### config.mk
export PLATFORM = sky130hd
export DESIGN_NAME = modulo_transferencia_rolhas
export DESIGN_NICKNAME = d
export VERILOG_FILES = /design/src/rtl/modulo_transferencia_rolhas_pkg.sv /design/src/rtl/modulo_detector_borda.sv /design/src/rtl/modulo_transferencia_rolhas.sv
export SDC_FILE = /design/constraint.sdc
export NUM_CORES = 1
export LEC_CHECK = 0
export CAP_MARGIN = 10
export CORE_MARGIN = 1
export CORE_UTILIZATION = 31
export DETAILED_ROUTE_END_ITERATION = 10
export GPL_TIMING_DRIVEN = 0
export PLACE_DENSITY = 0.5
export SETUP_SLACK_MARGIN = 0.15
export SLEW_MARGIN = 20
export SYNTH_ARGS = -nofsm -noshare
export SYNTH_HDL_FRONTEND = slang
export SYNTH_SLANG_ARGS = --single-unit
### constraint.sdc
create_clock -name clk -period 4.2 [get_ports clk]
set_input_delay 1.05 -clock clk [delete_from_list [all_inputs] [get_ports clk]]
set_output_delay 1.05 -clock clk [all_outputs]
set_load 0.02 [all_outputs]
### src/rtl/modulo_transferencia_rolhas_pkg.sv
// Shared definitions for the cork transfer stage.
// Holds the count width, the lot and level limits, the FSM state encoding,
// and the lot-size helper used when a transfer lot is loaded.
package modulo_transferencia_rolhas_pkg;

  localparam int W = 7;

  localparam logic [W-1:0] LOTE     = W'(20);  // max corks moved per lot
  localparam logic [W-1:0] MIN_LVL  = W'(5);   // refill threshold
  localparam logic [W-1:0] PRIM_MAX = W'(99);  // primary capacity / display limit

  typedef enum logic [1:0] {
    IDLE = 2'b00,
    LOAD = 2'b01,
    XFER = 2'b10,
    DONE = 2'b11
  } state_t;

  // Lot size = min(LOTE, secondary count, free room in the primary buffer).
  function automatic logic [W-1:0] lot_size(input logic [W-1:0] sec,
                                            input logic [W-1:0] prim);
    logic [W-1:0] room;
    logic [W-1:0] m;
    room = PRIM_MAX - prim;
    m    = LOTE;
    if (sec < m)  m = sec;
    if (room < m) m = room;
    return m;
  endfunction

endpackage

### src/rtl/modulo_detector_borda.sv
// Rising-edge detector for the sealing level signal.
// Ports:
//   clk  - system clock
//   Nclr - synchronous active-low clear of the level register
//   din  - level input
//   rise - high for the clk in which din is 1 and was 0 at the previous edge
module modulo_detector_borda (
  input  logic clk,
  input  logic Nclr,
  input  logic din,
  output logic rise
);

  logic din_q;

  always_ff @(posedge clk) begin
    if (!Nclr) din_q <= 1'b0;
    else       din_q <= din;
  end

  assign rise = din & ~din_q;

endmodule

### src/rtl/modulo_transferencia_rolhas.sv
// Primary cork buffer with lot transfer from the secondary buffer.
// Refills the primary buffer in lots when it falls below MIN_LVL (or on a
// manual request), one cork per tick, issuing a one-clk sec_dec pulse for
// every cork taken from the secondary. Each rising edge of ve consumes one
// cork from the primary buffer.
// Ports:
//   clk, Nclr      - clock, synchronous active-low reset
//   tick           - step enable for transfer moves
//   ve             - sealing level; rising edge consumes one cork
//   sec_count      - current secondary buffer count
//   req_manual     - one-clk request to start a lot (honoured only in IDLE)
//   prim_count     - primary buffer count
//   sec_dec        - one-clk pulse per cork moved
//   ro, min_signal - primary empty / below MIN_LVL
//   busy           - lot in progress (XFER)
//   xfer_done      - one-clk pulse at lot end
//   short_lot      - sticky: last lot cut short by an empty secondary
//   underflow      - sticky: consume seen with an empty primary
//   state          - current FSM state (IDLE/LOAD/XFER/DONE encoding)
//
// Handshake: sec_dec is a strobe with no back-pressure; the secondary must
// decrement by one in every clk where sec_dec is high.
module modulo_transferencia_rolhas
  import modulo_transferencia_rolhas_pkg::*;
(
  input  logic         clk,
  input  logic         Nclr,
  input  logic         tick,
  input  logic         ve,
  input  logic [W-1:0] sec_count,
  input  logic         req_manual,
  output logic [W-1:0] prim_count,
  output logic         sec_dec,
  output logic         ro,
  output logic         min_signal,
  output logic         busy,
  output logic         xfer_done,
  output logic         short_lot,
  output logic         underflow,
  output logic [1:0]   state
);

  state_t       st;
  logic [W-1:0] rem;
  logic         consume;
  logic         start;
  logic         step;

  modulo_detector_borda u_borda (
    .clk  (clk),
    .Nclr (Nclr),
    .din  (ve),
    .rise (consume)
  );

  assign start = ((prim_count < MIN_LVL) || req_manual) &&
                 (sec_count != '0) && (prim_count < PRIM_MAX);

  // A move happens only on a tick with cork left in the lot, cork available
  // upstream and room downstream.
  assign step = (st == XFER) && tick && (rem != '0) &&
                (sec_count != '0) && (prim_count != PRIM_MAX);

  always_ff @(posedge clk) begin
    if (!Nclr) begin
      st         <= IDLE;
      rem        <= '0;
      prim_count <= '0;
      sec_dec    <= 1'b0;
      xfer_done  <= 1'b0;
      short_lot  <= 1'b0;
      underflow  <= 1'b0;
    end else begin
      sec_dec   <= 1'b0;
      xfer_done <= 1'b0;

      // A cork arriving and a cork leaving in the same clk cancel out.
      if (step && !consume) begin
        prim_count <= prim_count + W'(1);
      end else if (consume && !step) begin
        if (prim_count != '0) prim_count <= prim_count - W'(1);
        else                  underflow  <= 1'b1;
      end

      case (st)
        IDLE: if (start) st <= LOAD;
        LOAD: begin
          rem       <= lot_size(sec_count, prim_count);
          short_lot <= 1'b0;
          st        <= XFER;
        end
        XFER: begin
          if (rem == '0 || prim_count == PRIM_MAX) begin
            st <= DONE;
          end else if (sec_count == '0) begin
            short_lot <= 1'b1;
            st        <= DONE;
          end else if (step) begin
            rem     <= rem - W'(1);
            sec_dec <= 1'b1;
            if (rem == W'(1)) st <= DONE;
          end
        end
        DONE: begin
          xfer_done <= 1'b1;
          st        <= IDLE;
        end
        default: st <= IDLE;
      endcase
    end
  end

  assign ro         = (prim_count == '0);
  assign min_signal = (prim_count < MIN_LVL);
  assign busy       = (st == XFER);
  assign state      = st;

endmodule

# Word-level counts from Yosys, hierarchy flattened
# Cells that the tools add are included.
dict set report totals {
  regBits 21
  in_bits 12
  output_inout_bits 16
  elab_cells 85
}
dict set report op_classes {
  n_addsub 4
  magnitude_cmp 4
  eq_ne 13
  n_mux 22
  bitwise_logic 6
  n_reduce_logical 28
}
# operator count
set op_table {}
lappend op_table {{$mux W7} 10}
lappend op_table {{$logic_not A7 Y1} 3}
lappend op_table {{$reduce_bool A7 Y1} 3}
lappend op_table {{$pmux W7 S2} 1}
lappend op_table {{$sub A7 B1 Y7 const B} 2}
lappend op_table {{$mux W2} 5}
lappend op_table {{$reduce_and A3 Y1} 3}
lappend op_table {{$logic_and A1 B1 Y1} 8}
lappend op_table {{$ne A4 B1 Y1 const B} 2}
lappend op_table {{$pmux W2 S4} 1}
lappend op_table {{$add A7 B1 Y7 const B} 1}
lappend op_table {{$eq A7 B1 Y1 const B} 1}
lappend op_table {{$eq A7 B7 Y1 const B} 1}
lappend op_table {{$lt A7 B3 Y1 const B} 1}
lappend op_table {{$lt A7 B5 Y1 const B} 1}
lappend op_table {{$lt A7 B7 Y1} 1}
lappend op_table {{$lt A7 B7 Y1 const B} 1}
lappend op_table {{$ne A7 B7 Y1 const B} 1}
lappend op_table {{$sub A7 B7 Y7 const A} 1}
lappend op_table {{$ne A2 B2 Y1 const B} 3}
lappend op_table {{$reduce_bool A2 Y1} 3}
lappend op_table {{$not A1 Y1} 5}
lappend op_table {{$eq A2 B2 Y1 const B} 2}
lappend op_table {{$mux W1} 4}
lappend op_table {{10 further kinds} 13}

# Depth between registers and ports, before layout
# Gate-level depths: netlist (run 1).
dict set report logic_depth {
  word_depth 9
  ltp_mapped 15
  mapped_depth_nobuf 14
}

# Cells and area by module
# From an unflattened synthesis (run 1), not the netlist that was laid out.
dict set report unflattened {
  hier_cells 210
  hier_area_um2 1721.7
}
# module n_inst cells_per_inst area_per_inst_um2 seq_area_each_um2
set modules_own_cells {}
lappend modules_own_cells {modulo_transferencia_rolhas 1 207 1681.6 400.4}
lappend modules_own_cells {modulo_detector_borda 1 3 40.0 20.0}

# Worst setup path after synthesis (run 1)
# No wires, ideal clock.
dict set report synth_timing {
  path_type {input -> register}
  start {input port sec_count[5]}
  end {register prim_count[6]}
  setup_time_ns 0.072
  t_arrival_ns 3.578
  required_ns 4.128
  slack_ns 0.550
  stages 12
  path_buffers 0
  path_cell_list {nor3_1 -> a21oi_1 -> nand3_2 -> inv_2 -> ha_1 -> inv_1 -> ha_1 -> a211oi_1 -> o21bai_1 -> a21oi_1 -> mux2i_2 -> mux2i_1}
}
dict set report synth_via {
  elab_chain_len 7
  word_cells_on_any_way 10
  classes_between {1 x mux; 9 x reduce/logical}
}
# element line_no
set synth_rtl {}
lappend synth_rtl {{start, declared} modulo_transferencia_rolhas.sv:30} ;# input logic [W-1:0] sec_count,
lappend synth_rtl {{$reduce_bool A7 Y1 *} modulo_transferencia_rolhas.sv:62} ;# (sec_count != '0) && (prim_count != PRIM_MAX);
lappend synth_rtl {{$logic_and A1 B1 Y1 *} modulo_transferencia_rolhas.sv:61} ;# assign step = (st == XFER) && tick && (rem != '0) &&
lappend synth_rtl {{$logic_and A1 B1 Y1 *} modulo_transferencia_rolhas.sv:62}
lappend synth_rtl {{named net step} modulo_transferencia_rolhas.sv:47} ;# logic step;
lappend synth_rtl {{$logic_not A1 Y1} modulo_transferencia_rolhas.sv:80} ;# end else if (consume && !step) begin
lappend synth_rtl {{$logic_and A1 B1 Y1} modulo_transferencia_rolhas.sv:80}
lappend synth_rtl {{$reduce_bool A2 Y1 (no line)} --}
lappend synth_rtl {{$reduce_and A2 Y1 (no line)} --}
lappend synth_rtl {{end signal, assigned} modulo_transferencia_rolhas.sv:79} ;# prim_count <= prim_count + W'(1);
lappend synth_rtl {{end signal, assigned} modulo_transferencia_rolhas.sv:81} ;# if (prim_count != '0) prim_count <= prim_count - W'(1);
lappend synth_rtl {{end, declared} modulo_transferencia_rolhas.sv:32} ;# output logic [W-1:0] prim_count,
# Mark *: on every way through the listed nets, which the timed path passes. The rest lies on a longest branch.
# A chain may end at the register's enable or synchronous reset.

# Worst setup path in the final report (run 1)
# Same ends and word-level chain as after synthesis.

==> run_results.csv, run 1 <==
group,metric,value,unit
placement,placed_cells_incl_taps,308,
sta,rsz0062_at_grt,"false",
final_layout,utilization,0.418,
power_and_ir_drop,p_leak,0.860,nW
sta,max_freq,263,MHz
global_routing,grt_start_max_net_pins,13,
power_and_ir_drop,power.share.combinational,0.699,
global_routing,grt_pass1_vias,1635,
placement,place_hpwl,3520,µm
sta,final-max-slew-violation-count,0,
run_status,outcome,"finished, final reports clean",
power_and_ir_drop,total_switching_power,832,µW
final_layout,drive_gt1_frac,0.0950,
floorplan,die_area,5830,µm²
clock_tree,cts-buffers-inserted,3,
routing,route.antenna.remaining_nets,0,
power_and_ir_drop,powerDensity,788,nW/µm²
power_and_ir_drop,p_seq_frac,0.220,
critical_path,worst_setup_path_end_kind,"flop",
synth,synth_warnings,0,
sta,timing.final.setup_violations,0,
power_and_ir_drop,power_switching_share,0.485,
routing,route.vias.total,1604,
synth,number_of_flops_mapped_to_enable_cells_by_yosys,0,
floorplan,std_cell_rows,26,
floorplan,starting_density,0.329,
run,max_cap_violations,0,
power_and_ir_drop,clkPwrFrac,0.082,
sta,skew_final,0.00509,ns
clock_tree,tritoncts,"done",
final_layout,num_antenna_cells,0,
sta,post-route-min-period,3.80,ns
global_routing,grt_antenna_before_repair,0,
critical_path,arrival,4.00,ns
synth,synth.cells.most_frequent,"24 x nand2_1, 21 x dfxtp_1, 21 x ha_1",
sta,timing.final.crit_share,0.905,
clock_tree,clkSinkCount,21,
power_and_ir_drop,internal_power,884,µW
sta,tns_setup,0,ns
synth,synth_seq_area_share,0.245,
critical_path,critical_path_required,4.40,ns
synth,synth_top_area_frac,0.245,
clock_tree,h-tree-depth,1,
routing,detail_route.wirelength,4510,µm
clock_tree,ctsLongestPathBuffers,2,
routing,via_per_inst,5.14,
floorplan,num_io_pins,28,
sta,slew_headroom,0.517,
final_layout,num-nets-final,277,
critical_path,setup.worst_path.start_class,"primary input",
global_routing,globalRoute.totalOverflow,0,
routing,post-route-drc-count,0,
sta,slew_at_the_pin_with_the_worst_max_slew_slack,0.706,ns
synth,synth-seq-cells,21,
synth,mappedNetlistArea,1710,µm²
critical_path,timing.reg2reg.setup_slack,0.71,ns
global_routing,grt_overall_usage,0.165,
final_layout,fillerInstances,569,
critical_path,timing.setup.critical_path_class,"primary input to flop",
sta,fin_worst_hold_slack,0.495,ns
global_routing,global_route_wire_length_before_repair,7770,µm
synth,yosysMostFrequentCell,"nand2_1",
synth,syn-mean-instance-area,8.16,µm²
placement,globalplace.congestion,0.792,
synth,synthCells,210,
critical_path,worst-path-max-fanout,8,
synth,synth.top_cells.by_area,"dfxtp_1 25%, ha_1 15%, nand2_1 5.3%, a21oi_1 4.4%, mux2i_1 3.5%",
routing,drt_pre_antenna_iters,4,
final_layout,finish.cell_count_without_fillers,312,
synth,synthFlopType,"dfxtp_1",
worst_hold_path,path_type_of_the_worst_min_delay_path,"flop to flop",
clock_tree,cts.clk_slew.worst_paths,0.09,ns
routing,wl_per_cell,14.5,µm
clock_tree,root_cell_of_the_clock_tree,"clkbuf_8",
placement,preCtsSetupSlack,-0.487,ns
routing,dr.first_iter.drc_count,87,
synth,post-synth-top-area-cell,"dfxtp_1",
sta,final_ws_setup,0.400,ns
synth,async_flop_share,0,
floorplan,core_area,5200,µm²
floorplan,fp.dieH,76.4,µm
placement,placement.io_buffers,27,
synth,ys_types,54,
sta,finalHoldViolCount,0,
power_and_ir_drop,irDropWorstVdd,0.435,mV
clock_tree,clkLatencyLatePin,0.27,ns
final_layout,flow.area_growth_from_synthesis,27.0,%
floorplan,die_x,76.4,µm
-- final timing paths --
kind,depth (start not counted),startpoint,end
setup / recovery,13,sec_count[5],prim_count[6]
hold / removal,2,underflow,underflow
setup reg to reg,15,prim_count[2],prim_count[6]
hold reg to reg,2,underflow,underflow
-- critical path: stages --
cell,delay [ns]
clkdlybuf4s50_1,0.57
nor3_4,0.10
a21oi_4,0.20
nand3_4,0.15
inv_2,0.15
ha_2,0.25
inv_4,0.08
fa_1,0.43
a211oi_2,0.22
o21bai_1,0.12
a21oi_1,0.22
mux2i_2,0.26
mux2i_1,0.20
-- logic make-up after synthesis --
| logic type | share of synthesized area |
|---|---|
| buf+inv | 0.0518 |
| mux | 0.0496 |
| other cells | 0.00219 |
| simple gates | 0.229 |
| xor+xnor | 0.0358 |
| fa+ha+maj | 0.165 |
| flops | 0.245 |
| compound gates | 0.221 |
-- layout by cell type, fill, tap and decap left out, drive strengths merged, types with 3 or more instances in the layout --
master / instances
nand2: 25
nor2: 14
xnor2: 5
a21oi: 16
nor4: 3
clkdlybuf4s50: 27
a211oi: 3
nor3: 8
clkbuf: 6
and2: 6
nand2b: 3
mux2i: 7
o211ai: 3
nand4: 5
nand3: 4
dfxtp: 21
ha: 21
a21o: 4
inv: 16
o21ai: 8
-- state kept, by name, summed over array words and instances (netlist names) --
signal,cells
rem,7
underflow,1
state,2
short_lot,1
xfer_done,1
prim_count,7
u_borda.din_q,1
sec_dec,1
-- what timing repair did --
action | CTS | global route
resized for setup | 4 | 7
hold buffers | 0 | 0
setup buffers | 0 | 0
setup endpoints to repair | 2 | 1
-- metrics by stage --
step	instance area [µm²]	power (mW)
2_1_floorplan	1720	1.22
3_3_place_gp	2080	1.57
3_5_place_dp	2080	1.56
4_1_cts	2140	1.71
5_1_grt	2180	1.89
6_report	2180	1.72
-- metal layers --
layer | vias up | track usage | wire, µm
met5 | - | 0 | 0
met4 | 0 | 0.0462 | 37
met3 | 4 | 0.0204 | 130
met2 | 23 | 0.286 | 2120
met1 | 747 | 0.215 | 2220
li1 | 830 | - | -
-- final cells by class --
cell class / instances / area, µm² / area share
sequential: 21 / 420 / 0.193
tap: 70 / 87.6 / 0.0402
buffer: 5 / 28.8 / 0.0132
clock buffer: 3 / 41.3 / 0.0190
timing repair buffer: 27 / 270 / 0.124
inverter: 16 / 62.6 / 0.0287
multi-input combinational: 169 / 1260 / 0.579
clock inverter: 1 / 5.00 / 0.00230
-- power by group through the flow --
stage,sequential (mW),clock (mW),combinational [mW]
after CTS,0.379,0.148,1.19
after global placement,0.385,0,1.18
after floorplan,0.398,0,0.821
after global routing,0.394,0.156,1.33
final,0.377,0.140,1.20
after detailed placement,0.383,0,1.18
Power figures use the tool's default switching activity.
==> inputs of run 2 (changes only) <==
--- a/config.mk
+++ b/config.mk
@@ -6,10 +6,12 @@
 export NUM_CORES = 1
 export LEC_CHECK = 0
 export CAP_MARGIN = 10
+export CORE_ASPECT_RATIO = 1.75
 export CORE_MARGIN = 1
 export CORE_UTILIZATION = 31
 export DETAILED_ROUTE_END_ITERATION = 10
 export GPL_TIMING_DRIVEN = 0
+export HOLD_SLACK_MARGIN = 0.1
 export PLACE_DENSITY = 0.5
 export SETUP_SLACK_MARGIN = 0.15
 export SLEW_MARGIN = 20
==> run 2 against run 1 <==
  * Combinational power about the same
  * First-iteration DRC count shrank 43%
  * Flip-flop and latch count unchanged
  * Power grew 0.95%
  * Global-route usage rose by 1.2 points
  * Non-clock buffer count unchanged
  * Critical path depth did not move
  * Maximum frequency is 0.29% lower
  * Clock skew increased by 0.00097 ns
  * Final area up 0.40%
  * Via count grew 1.7%
  * Largest cell class unchanged
==> run_results.csv, run 2 (synthesis gave the netlist of run 1 again) <==
group,metric,value,unit
power_and_ir_drop,irDropWorstVdd,0.363,mV
critical_path,timing.reg2reg.setup_slack,0.71,ns
sta,rsz0062_at_grt,"false",
final_layout,mostFrequentLayoutCells,"26 x clkdlybuf4s50_1, 24 x nand2_1, 21 x ha_1, 21 x dfxtp_1",
sta,slew_headroom,0.497,
routing,drt_pre_antenna_iters,4,
final_layout,area.sequential,420,µm²
placement,placed_cells_incl_taps,312,
sta,post-route-min-period,3.81,ns
sta,fin_worst_hold_slack,0.483,ns
run_status,outcome,"finished, final reports clean",
routing,post-route-drc-count,0,
clock_tree,clkSinkCount,21,
sta,slew_at_the_pin_with_the_worst_max_slew_slack,0.735,ns
clock_tree,tritoncts,"done",
clock_tree,cts-buffers-inserted,3,
global_routing,global_route_wire_length_before_repair,7960,µm
global_routing,grt_overall_usage,0.178,
final_layout,fillerInstances,571,
routing,via_per_inst,5.16,
power_and_ir_drop,power.share.combinational,0.700,
routing,route.vias.total,1631,
clock_tree,h-tree-depth,1,
clock_tree,root_cell_of_the_clock_tree,"clkbuf_8",
worst_hold_path,path_type_of_the_worst_min_delay_path,"flop to flop",
final_layout,num-nets-final,277,
sta,finalHoldViolCount,0,
placement,place_hpwl,3790,µm
routing,highest-signal-layer,"met4",
clock_tree,clkLatencyLatePin,0.27,ns
routing,dr_wl_met3,72,µm
critical_path,timing.setup.critical_path_class,"primary input to flop",
critical_path,arrival,4.01,ns
clock_tree,post_cts_setup_inserts,0,
final_layout,finish.cell_count_without_fillers,316,
global_routing,grt_pass1_vias,1601,
global_routing,grt_antenna_before_repair,0,
power_and_ir_drop,powerDensity,793,nW/µm²
clock_tree,ctsLongestPathBuffers,2,
floorplan,std_cell_rows,35,
sta,timing.final.crit_share,0.907,
clock_tree,cts.clk_slew.worst_paths,0.08,ns
routing,detail_route.wirelength,4830,µm
routing,wl_per_cell,15.3,µm
placement,placement.io_buffers,27,
routing,dr.first_iter.drc_count,50,
sta,final-max-slew-violation-count,0,
critical_path,worst_setup_path_end_kind,"flop",
final_layout,multiInputGateArea,1260,µm²
power_and_ir_drop,power_switching_share,0.487,
final_layout,num_antenna_cells,0,
floorplan,fp.dieH,100,µm
sta,skew_final,0.00606,ns
final_layout,layout_commonest_cell,"clkdlybuf4s50_1",
floorplan,core_area,5300,µm²
power_and_ir_drop,p_seq_frac,0.218,
floorplan,die_x,58.2,µm
power_and_ir_drop,total_switching_power,844,µW
routing,dr_wl_met2,2730,µm
sta,max_freq,262,MHz
final_layout,utilization,0.413,
critical_path,worst-path-max-fanout,8,
power_and_ir_drop,p_leak,0.871,nW
global_routing,grt_start_max_net_pins,13,
routing,met1Wirelength,1960,µm
floorplan,num_io_pins,28,
critical_path,setup.worst_path.start_class,"primary input",
routing,route.antenna.remaining_nets,0,
sta,timing.final.setup_violations,0,
final_layout,flow.area_growth_from_synthesis,27.5,%
power_and_ir_drop,clkPwrFrac,0.081,
final_layout,drive_gt1_frac,0.0950,
floorplan,starting_density,0.323,
global_routing,globalRoute.totalOverflow,0,
floorplan,die_area,5840,µm²
run,max_cap_violations,0,
critical_path,critical_path_required,4.40,ns
power_and_ir_drop,internal_power,889,µW
placement,globalplace.congestion,0.845,
## run 2: cell count changes in the layout (fill, tap and decap cells not counted)
cell,previous run,this run
a21oi_1,14,13
a21oi_2,1,2
clkdlybuf4s50_1,27,26
dlymetal6s2s_1,0,1
ha_1,20,21
ha_2,1,0
## run 2: final timing paths
check                                   start             to  cells past startpoint
worst max-delay path             sec_count[1]  prim_count[6]                     13
worst max register to register  prim_count[2]  prim_count[6]                     15
worst min register to register      underflow      underflow                      2
worst min-delay path                underflow      underflow                      2
## run 2: power by group through the flow
stage | combinational (mW) | clock, mW | sequential (mW)
2_1_floorplan | 0.821 | 0 | 0.398
5_1_grt | 1.35 | 0.154 | 0.397
3_3_place_gp | 1.19 | 0 | 0.388
4_1_cts | 1.20 | 0.145 | 0.381
6_report | 1.21 | 0.141 | 0.378
3_5_place_dp | 1.19 | 0 | 0.386
## run 2: metal layers
metal  up-vias  track usage
met5         -            0
met2        18        0.349
li1        832            -
met1       775        0.199
met3         6       0.0103
met4         0       0.0440
## run 2: timing repair
item / 4_1_cts / 5_1_grt
pin swaps: 0 / 2
hold endpoints to repair: 0 / 0
hold buffers: 0 / 0
setup endpoints to repair: 2 / 1
gates resized for setup: 5 / 7
## run 2: layout make-up
| type | count | area share |
|---|---|---|
| Sequential cell | 21 | 0.192 |
| Clock inverter | 1 | 0.00229 |
| Tap cell | 74 | 0.0424 |
| Clock buffer | 3 | 0.0189 |
| Buffer | 5 | 0.0132 |
| Timing Repair Buffer | 27 | 0.125 |
| Multi-Input combinational cell | 169 | 0.578 |
| Inverter | 16 | 0.0286 |
## run 2: critical path, stage by stage
cell	delay [ns]
clkdlybuf4s50_1	0.46
nor4_4	0.40
a21oi_4	0.13
nand3_4	0.15
inv_2	0.09
ha_1	0.27
inv_4	0.14
ha_1	0.30
a211oi_2	0.26
o21bai_1	0.14
a21oi_2	0.16
mux2i_2	0.24
mux2i_1	0.20
## run 2: per-stage QoR
| step | setup slack (ns) | TNS (ns) | cell area (µm²) | power, mW |
|---|---|---|---|---|
| 2_1_floorplan | 0.550 | 0 | 1720 | 1.22 |
| 3_3_place_gp | -0.544 | -1.07 | 2080 | 1.57 |
| 3_5_place_dp | -0.487 | -0.820 | 2080 | 1.57 |
| 4_1_cts | 0.155 | 0 | 2150 | 1.72 |
| 5_1_grt | 0.213 | 0 | 2190 | 1.90 |
| 6_report | 0.389 | 0 | 2190 | 1.73 |
